`config.mk`:
```
export PLATFORM = sky130hd
export DESIGN_NAME = sgpr_3to1_wr_port_arb
export DESIGN_NICKNAME = d
export VERILOG_FILES = /design/src/rtl/sgpr_wr_pkg.sv /design/src/rtl/rr_arb3.sv /design/src/rtl/sgpr_3to1_wr_port_arb.sv
export SDC_FILE = /design/constraint.sdc
export NUM_CORES = 1
export LEC_CHECK = 0
export ABC_CLOCK_PERIOD_IN_PS = 5650
export CAP_MARGIN = 20
export CORE_MARGIN = 10
export CORE_UTILIZATION = 55
export DETAILED_ROUTE_END_ITERATION = 6
export DONT_BUFFER_PORTS = 1
export PLACE_DENSITY_LB_ADDON = 0.12
export SETUP_SLACK_MARGIN = 0.4
export SLEW_MARGIN = 5
export SYNTH_ARGS = -nofsm -noshare
export SYNTH_HDL_FRONTEND = slang
export SYNTH_HIERARCHICAL = 1
export SYNTH_SLANG_ARGS = --single-unit
```
`constraint.sdc`:
```
create_clock -name clk -period 5.65 [get_ports clk]
set_input_delay 0.2825 -clock clk [delete_from_list [all_inputs] [get_ports clk]]
set_output_delay 0.2825 -clock clk [all_outputs]
set_load 0.005 [all_outputs]
```
`src/rtl/sgpr_wr_pkg.sv`:
```
// Shared widths, the holding-slot record and the round-robin pointer encoding
// for the three-writer SGPR write port arbiter.
package sgpr_wr_pkg;

    localparam int SGPR_ADDR_W = 9;
    localparam int SGPR_DATA_W = 128;
    localparam int SGPR_EN_W   = 4;
    localparam int NUM_PORTS   = 3;

    // One writer's holding slot: a single pending write plus its valid flag.
    typedef struct packed {
        logic                   valid;
        logic [SGPR_EN_W-1:0]   en;
        logic [SGPR_ADDR_W-1:0] addr;
        logic [SGPR_DATA_W-1:0] data;
    } slot_t;

    // Round-robin pointer: the port that gets first look on the next grant.
    typedef enum logic [1:0] {
        PTR_P0 = 2'd0,
        PTR_P1 = 2'd1,
        PTR_P2 = 2'd2
    } rr_ptr_e;

    // Pointer value that follows a one-hot grant (the port after the winner).
    function automatic rr_ptr_e ptr_after(input logic [2:0] grant, input rr_ptr_e cur);
        rr_ptr_e nxt;
        nxt = cur;
        if (grant[0]) nxt = PTR_P1;
        if (grant[1]) nxt = PTR_P2;
        if (grant[2]) nxt = PTR_P0;
        return nxt;
    endfunction

endpackage

```
`src/rtl/rr_arb3.sv`:
```
// Three-request round-robin arbiter. Grant is one-hot and combinational from
// the request vector and the stored pointer; the pointer advances to the port
// after the winner, and only on cycles that actually grant.
//
// state  | meaning
// PTR_P0 | port 0 searched first (reset value)
// PTR_P1 | port 1 searched first
// PTR_P2 | port 2 searched first
module rr_arb3
    import sgpr_wr_pkg::*;
(
    input  logic       clk,
    input  logic       rst_n,
    input  logic [2:0] req,
    output logic [2:0] grant
);

    rr_ptr_e ptr_q;
    rr_ptr_e ptr_d;

    // Pointer register.
    always_ff @(posedge clk or negedge rst_n) begin
        if (!rst_n) begin
            ptr_q <= PTR_P0;
        end else begin
            ptr_q <= ptr_d;
        end
    end

    // Priority search starting at the pointer, then next-pointer from the winner.
    always_comb begin
        grant = 3'b000;
        case (ptr_q)
            PTR_P1: begin
                if      (req[1]) grant = 3'b010;
                else if (req[2]) grant = 3'b100;
                else if (req[0]) grant = 3'b001;
            end
            PTR_P2: begin
                if      (req[2]) grant = 3'b100;
                else if (req[0]) grant = 3'b001;
                else if (req[1]) grant = 3'b010;
            end
            default: begin
                if      (req[0]) grant = 3'b001;
                else if (req[1]) grant = 3'b010;
                else if (req[2]) grant = 3'b100;
            end
        endcase
        ptr_d = ptr_after(grant, ptr_q);
    end

endmodule

```
`src/rtl/sgpr_3to1_wr_port_arb.sv`:
```
// Merges three SGPR writers onto one registered write port. Each writer owns
// a one-entry holding slot; ready is simply "slot empty", so a writer can
// issue at most every other cycle while the shared port sustains one write
// per cycle. Writes are never merged, even to the same address.
module sgpr_3to1_wr_port_arb
    import sgpr_wr_pkg::*;
#(
    parameter int ADDR_W = SGPR_ADDR_W,
    parameter int DATA_W = SGPR_DATA_W,
    parameter int EN_W   = SGPR_EN_W
) (
    input  logic              clk,
    input  logic              rst_n,

    input  logic [EN_W-1:0]   port0_wr_en,
    input  logic [ADDR_W-1:0] port0_wr_addr,
    input  logic [DATA_W-1:0] port0_wr_data,
    output logic              port0_ready,

    input  logic [EN_W-1:0]   port1_wr_en,
    input  logic [ADDR_W-1:0] port1_wr_addr,
    input  logic [DATA_W-1:0] port1_wr_data,
    output logic              port1_ready,

    input  logic [EN_W-1:0]   port2_wr_en,
    input  logic [ADDR_W-1:0] port2_wr_addr,
    input  logic [DATA_W-1:0] port2_wr_data,
    output logic              port2_ready,

    output logic [EN_W-1:0]   wr_en,
    output logic [ADDR_W-1:0] wr_addr,
    output logic [DATA_W-1:0] wr_data,
    output logic              busy
);

    logic [EN_W-1:0]   in_en   [NUM_PORTS];
    logic [ADDR_W-1:0] in_addr [NUM_PORTS];
    logic [DATA_W-1:0] in_data [NUM_PORTS];

    logic [NUM_PORTS-1:0] slot_valid;
    logic [EN_W-1:0]      slot_en   [NUM_PORTS];
    logic [ADDR_W-1:0]    slot_addr [NUM_PORTS];
    logic [DATA_W-1:0]    slot_data [NUM_PORTS];

    logic [NUM_PORTS-1:0] grant;
    logic [EN_W-1:0]      sel_en;
    logic [ADDR_W-1:0]    sel_addr;
    logic [DATA_W-1:0]    sel_data;

    assign in_en[0]   = port0_wr_en;
    assign in_addr[0] = port0_wr_addr;
    assign in_data[0] = port0_wr_data;
    assign in_en[1]   = port1_wr_en;
    assign in_addr[1] = port1_wr_addr;
    assign in_data[1] = port1_wr_data;
    assign in_en[2]   = port2_wr_en;
    assign in_addr[2] = port2_wr_addr;
    assign in_data[2] = port2_wr_data;

    // Ready depends on slot state only, so there is no input-to-ready path.
    assign port0_ready = ~slot_valid[0];
    assign port1_ready = ~slot_valid[1];
    assign port2_ready = ~slot_valid[2];

    rr_arb3 u_rr_arb3 (
        .clk   (clk),
        .rst_n (rst_n),
        .req   (slot_valid),
        .grant (grant)
    );

    // Holding slots: an empty slot captures a nonzero-enable request; a full
    // slot ignores its input and empties on the edge it is granted. Because a
    // granted slot is still full that cycle, it cannot refill on the same edge.
    always_ff @(posedge clk or negedge rst_n) begin
        if (!rst_n) begin
            slot_valid <= '0;
            for (int i = 0; i < NUM_PORTS; i++) begin
                slot_en[i]   <= '0;
                slot_addr[i] <= '0;
                slot_data[i] <= '0;
            end
        end else begin
            for (int i = 0; i < NUM_PORTS; i++) begin
                if (slot_valid[i]) begin
                    if (grant[i]) begin
                        slot_valid[i] <= 1'b0;
                    end
                end else if (|in_en[i]) begin
                    slot_valid[i] <= 1'b1;
                    slot_en[i]    <= in_en[i];
                    slot_addr[i]  <= in_addr[i];
                    slot_data[i]  <= in_data[i];
                end
            end
        end
    end

    // One-hot select of the granted slot's payload.
    always_comb begin
        sel_en   = '0;
        sel_addr = '0;
        sel_data = '0;
        for (int i = 0; i < NUM_PORTS; i++) begin
            if (grant[i]) begin
                sel_en   = slot_en[i];
                sel_addr = slot_addr[i];
                sel_data = slot_data[i];
            end
        end
    end

    // Output register: idle cycles drop the enable but keep address/data.
    always_ff @(posedge clk or negedge rst_n) begin
        if (!rst_n) begin
            wr_en   <= '0;
            wr_addr <= '0;
            wr_data <= '0;
        end else if (|grant) begin
            wr_en   <= sel_en;
            wr_addr <= sel_addr;
            wr_data <= sel_data;
        end else begin
            wr_en   <= '0;
        end
    end

    assign busy = (|slot_valid) | (|wr_en);

endmodule

```
==> out/metrics.cfg, run 1 <==
[synthesis]
ys_seq_area_frac=0.6250
synth_cell_types=32
synth_area_um2=22780
ys_warn_count=6
avgSynthCellArea_um2=14.44
syn-num-nets=2007
ys_ff_latch=569
postSynthCellCount=1578

[cts]
root_buffer=clkbuf_16
post-cts-setup-buffers=0
cts-buffers-inserted=58
cts_buffer_depth=3
ctsHoldBuffers=422
ctsResizeCount=0
clkSinkCount=569
cts_max_level=2

[floorplan]
io_pins=570
die_w_um=223.5
fp.dieH_um=223.5
initial_core_util=0.5567
rows=74

[place]
routabilityCongestion=0.8134
dp_hpwl_um=43280
numPortBuffers=0

[outcome]
outcome=stopped before the end
toolErrorMsg=[ERROR RSZ-0060] Max buffer count reached.
lastStage=clock tree synthesis

-- logic make-up after synthesis --
family / synth area share
flops: 0.6250
fa+ha+maj: 0.002197
buf+inv: 0.03317
simple gates: 0.005218
mux: 0.2081
compound gates: 0.1263
-- synth_stat cells, drive strengths merged --
library cell,instances,area share
a21o,1,0.00033
a21oi,1,0.00022
a221oi,1,0.00038
a22oi,276,0.091
a31oi,1,0.00027
and2,1,0.00027
buf,83,0.025
clkbuf,40,0.0066
dfrtp,569,0.63
ha,4,0.0022
inv,10,0.0016
mux2,420,0.21
mux2i,1,0.00044
nand2,4,0.00066
nand2b,1,0.00027
nand4,1,0.00027
nor2,5,0.00082
nor2b,3,0.00082
nor3,2,0.00066
nor3b,1,0.00033
nor4,4,0.0011
o21a,1,0.00033
o21ai,140,0.031
o21ba,1,0.00044
o21bai,2,0.00066
o2bb2ai,4,0.0015
o311a,1,0.00044
-- stage by stage --
| step | setup slack [ps] | std cells | cell area (µm²) | hold WS [ps] |
|---|---|---|---|---|
| 3_3_place_gp | 2341 | 2002 | 22940 | 3.642 |
| 2_1_floorplan | 3457 | 1578 | 22780 | -13.09 |
| 3_5_place_dp | 2258 | 2002 | 22940 | 3.593 |
==> run 2, diff against run 1 <==
- CORE_UTILIZATION: 55 -> 40
- PLACE_DENSITY_LB_ADDON: 0.12 -> 0.15
- SETUP_SLACK_MARGIN: 0.4 -> unset
==> run 2 against run 1 <==
Against the previous run: synthesized area unchanged; synthesized cell count stayed put; the flow now finishes, with violations (hold timing, slew limit).
==> out/metrics.cfg, run 2 <==
[outcome]
outcome=finished, violations left
failed_checks=hold timing, slew limit

[floorplan]
core_um2=56390
fp.dieH_um=258.6  ; +16%
initial_core_util=0.4040  ; -0.1526
io_pins=570  ; unchanged
rows=87  ; +18%
die_w_um=258.6  ; +16%
dieArea_um2=66900

[timing]
fin_worst_skew_ps=25.86
setup_viol=0
slew_headroom=-1.030
max_slew.worst_pin.slew_ps=3045
finalSetupTns_ps=0
fin_crit_ps=3249
rsz0062_at_grt=no
drv_slew=406
whs_ps=-624.0
fmax_mhz=307.7
hold_viol_final=389
finalCritPeriodShare=0.5751

[place]
numPortBuffers=0  ; unchanged
dp_hpwl_um=44590  ; +3.0%
place_area_um2=23230  ; +1.3%
routabilityCongestion=0.7903  ; -2.8%
dp.cells=2227  ; +11%

[critical_path]
worst-path-max-fanout=81
crit_required_ps=6170
worstSetupStartpointType=flop
path_buf_inv=3
crit_family=buffers and inverters
worstPathCellList=inv_1, ha_1, mux2i_1, o2bb2ai_4, buf_4, buf_4, a22oi_1, o21ai_0
critical_path_class=flop to flop
cpMostUsedCell=buf_4
cp_data_arrival_time_ps=3770
slowest_delay_ps=720
crit_slowest_cell=buf_4
crit_path_end_kind=flop

[run]
maxCapViolations=0

[cells_and_area]
stdcell_count=2777
drive_above_1_share=0.2676
largest_reg_flops=384
top_regs=slot_data (384), wr_data (128), slot_addr (27)
fin_area_um2=29560
layout_common_cells=dfrtp_1, dlygate4sd3_1, mux2_2
syn_to_final_growth_pct=29.76
top_register=slot_data
nets=2385
mostFrequentLayoutCell=dfrtp_1
finish.utilization=0.5243

[cts]
root_buffer=clkbuf_16
cts-buffers-inserted=60  ; +3.4%
worstSkewPairLatency_ps=630
path_clk_slew_ps=60
ctsResizeCount=0  ; unchanged
clkSinkCount=569  ; unchanged
cts_buffer_depth=3  ; unchanged
ctsHoldBuffers=423  ; +0.24%
cts_max_level=2  ; unchanged
cts_tree=yes

[synthesis]
synth_top_area_frac=0.6250  ; unchanged
syn-num-nets=2007  ; unchanged
ys_ff_latch=569  ; unchanged
ys_top_cells_by_count=dfrtp_1, mux2_2, a22oi_1
synth_edf_count=0  ; unchanged
yosysTopAreaCell=dfrtp_1
avgSynthCellArea_um2=14.44  ; unchanged
synth_area_um2=22780  ; unchanged
ys_seq_area_frac=0.6250  ; unchanged
async_flop_share=1.000  ; unchanged
synthTopCellsByArea=dfrtp_1, mux2_2, a22oi_1
synth_cell_types=32  ; unchanged
synth_flop_cell=dfrtp_1
synth.most_common_cell=dfrtp_1
ys_warn_count=6  ; unchanged
postSynthCellCount=1578  ; unchanged

[grt]
grt_max_degree=570
antenna_found_initial=16
grt_first_pass_wirelength_um=105900
grt_overflow=0
gr-usage-met2=0.3445
grtUsageMet1=0.2449
grt.busiest_layer=met2
track_usage=0.2047
use_met3=0.05364
grt_pass1_vias=16587

[pwr]
ir_worst_vdd_uv=843.4
p_leak_nw=12.04
cellPowerDensity_nw_per_um2=639.8
power_mw=18.91

[route]
antenna_left=0
wl_per_cell_um=25.37
vias=15051
drt-initial-drc-count=881
vias_per_cell=5.420
drtPass1Iterations=5
drc=0
wl_um=70440

[min_path]
hold_path_class=input port to asynchronous set/reset pin

==> run 2: logic make-up (layout without fill, tap and decap cells) <==
kind of cell,count (synthesis),count (layout),share of synthesized area
mux,421,421,0.2081
flops,569,569,0.6250
fa+ha+maj,4,4,0.002197
buf+inv,133,562,0.03317
simple gates,22,22,0.005218
other cells,0,14,0
compound gates,429,429,0.1263
==> run 2: worst register-to-register path, stage by stage (launching register included) <==
cell and delay (ps):
dfrtp_1 400, inv_1 80, ha_1 400, mux2i_1 420, o2bb2ai_4 220, buf_4 720, buf_4 620, a22oi_1 180
o21ai_0 120
==> run 2: layout make-up <==
cell class              count  area [µm²]
repair buffers            439        4392
multi-input cells         876        7848
clock inverters            18       210.2
diodes                     14       35.03
well taps                 756       945.9
inverters                  10       37.54
clock buffers              95        1854
flip-flops and latches    569       14240
fillers                  4737       26830
==> run 2: report_power, final <==
| part | total, mW | internal [mW] | switching [mW] | leakage [nW] |
|---|---|---|---|---|
| clock network | 4.06 | 2.43 | 1.63 | 1.02 |
| logic | 7.09 | 3.29 | 3.80 | 4.30 |
| registers | 7.77 | 6.29 | 1.47 | 6.73 |
| total | 18.9 | 12.0 | 6.91 | 12.0 |
==> run 2: what timing repair did <==
item / CTS / global route
endpoints found under the hold margin: 992 / 569
endpoints found under the setup margin: 0 / 0
setup buffers: 0 / 0
==> run 2: layer usage <==
layer / wire length, µm / vias to the layer above
met3: 4742 / 142
met2: 35270 / 490
met4: 2718 / 4
li1: - / 6673
met5: 23 / -
met1: 27690 / 7742
==> run 2: per-stage QoR <==
| stage | setup slack, ps | hold WS, ps |
|---|---|---|
| CTS | 2398 | -664.3 |
| global placement | 2554 | 4.697 |
| global route | 2145 | -664.5 |
| floorplan | 3457 | -13.09 |
| detailed placement | 2420 | 3.758 |
| finish | 2401 | -624.0 |
==> run 2: worst paths after layout <==
check | from | endpoint | slack, ps | depth (start not counted)
setup / recovery | u_rr_arb3/ptr_q[0] | wr_data[41] | 2400 | 8
hold / removal | rst_n | slot_data[290] | -620 | 0
setup reg to reg | u_rr_arb3/ptr_q[0] | wr_data[41] | 2400 | 8
hold reg to reg | slot_en[2] | wr_en[2] | 490 | 2
max in group asynchronous | rst_n | wr_data[44] | 3880 | 0
min in group clk | port2_wr_en[2] | slot_valid[2] | 70 | 3
Note: power is estimated with default switching activity, not from simulation.
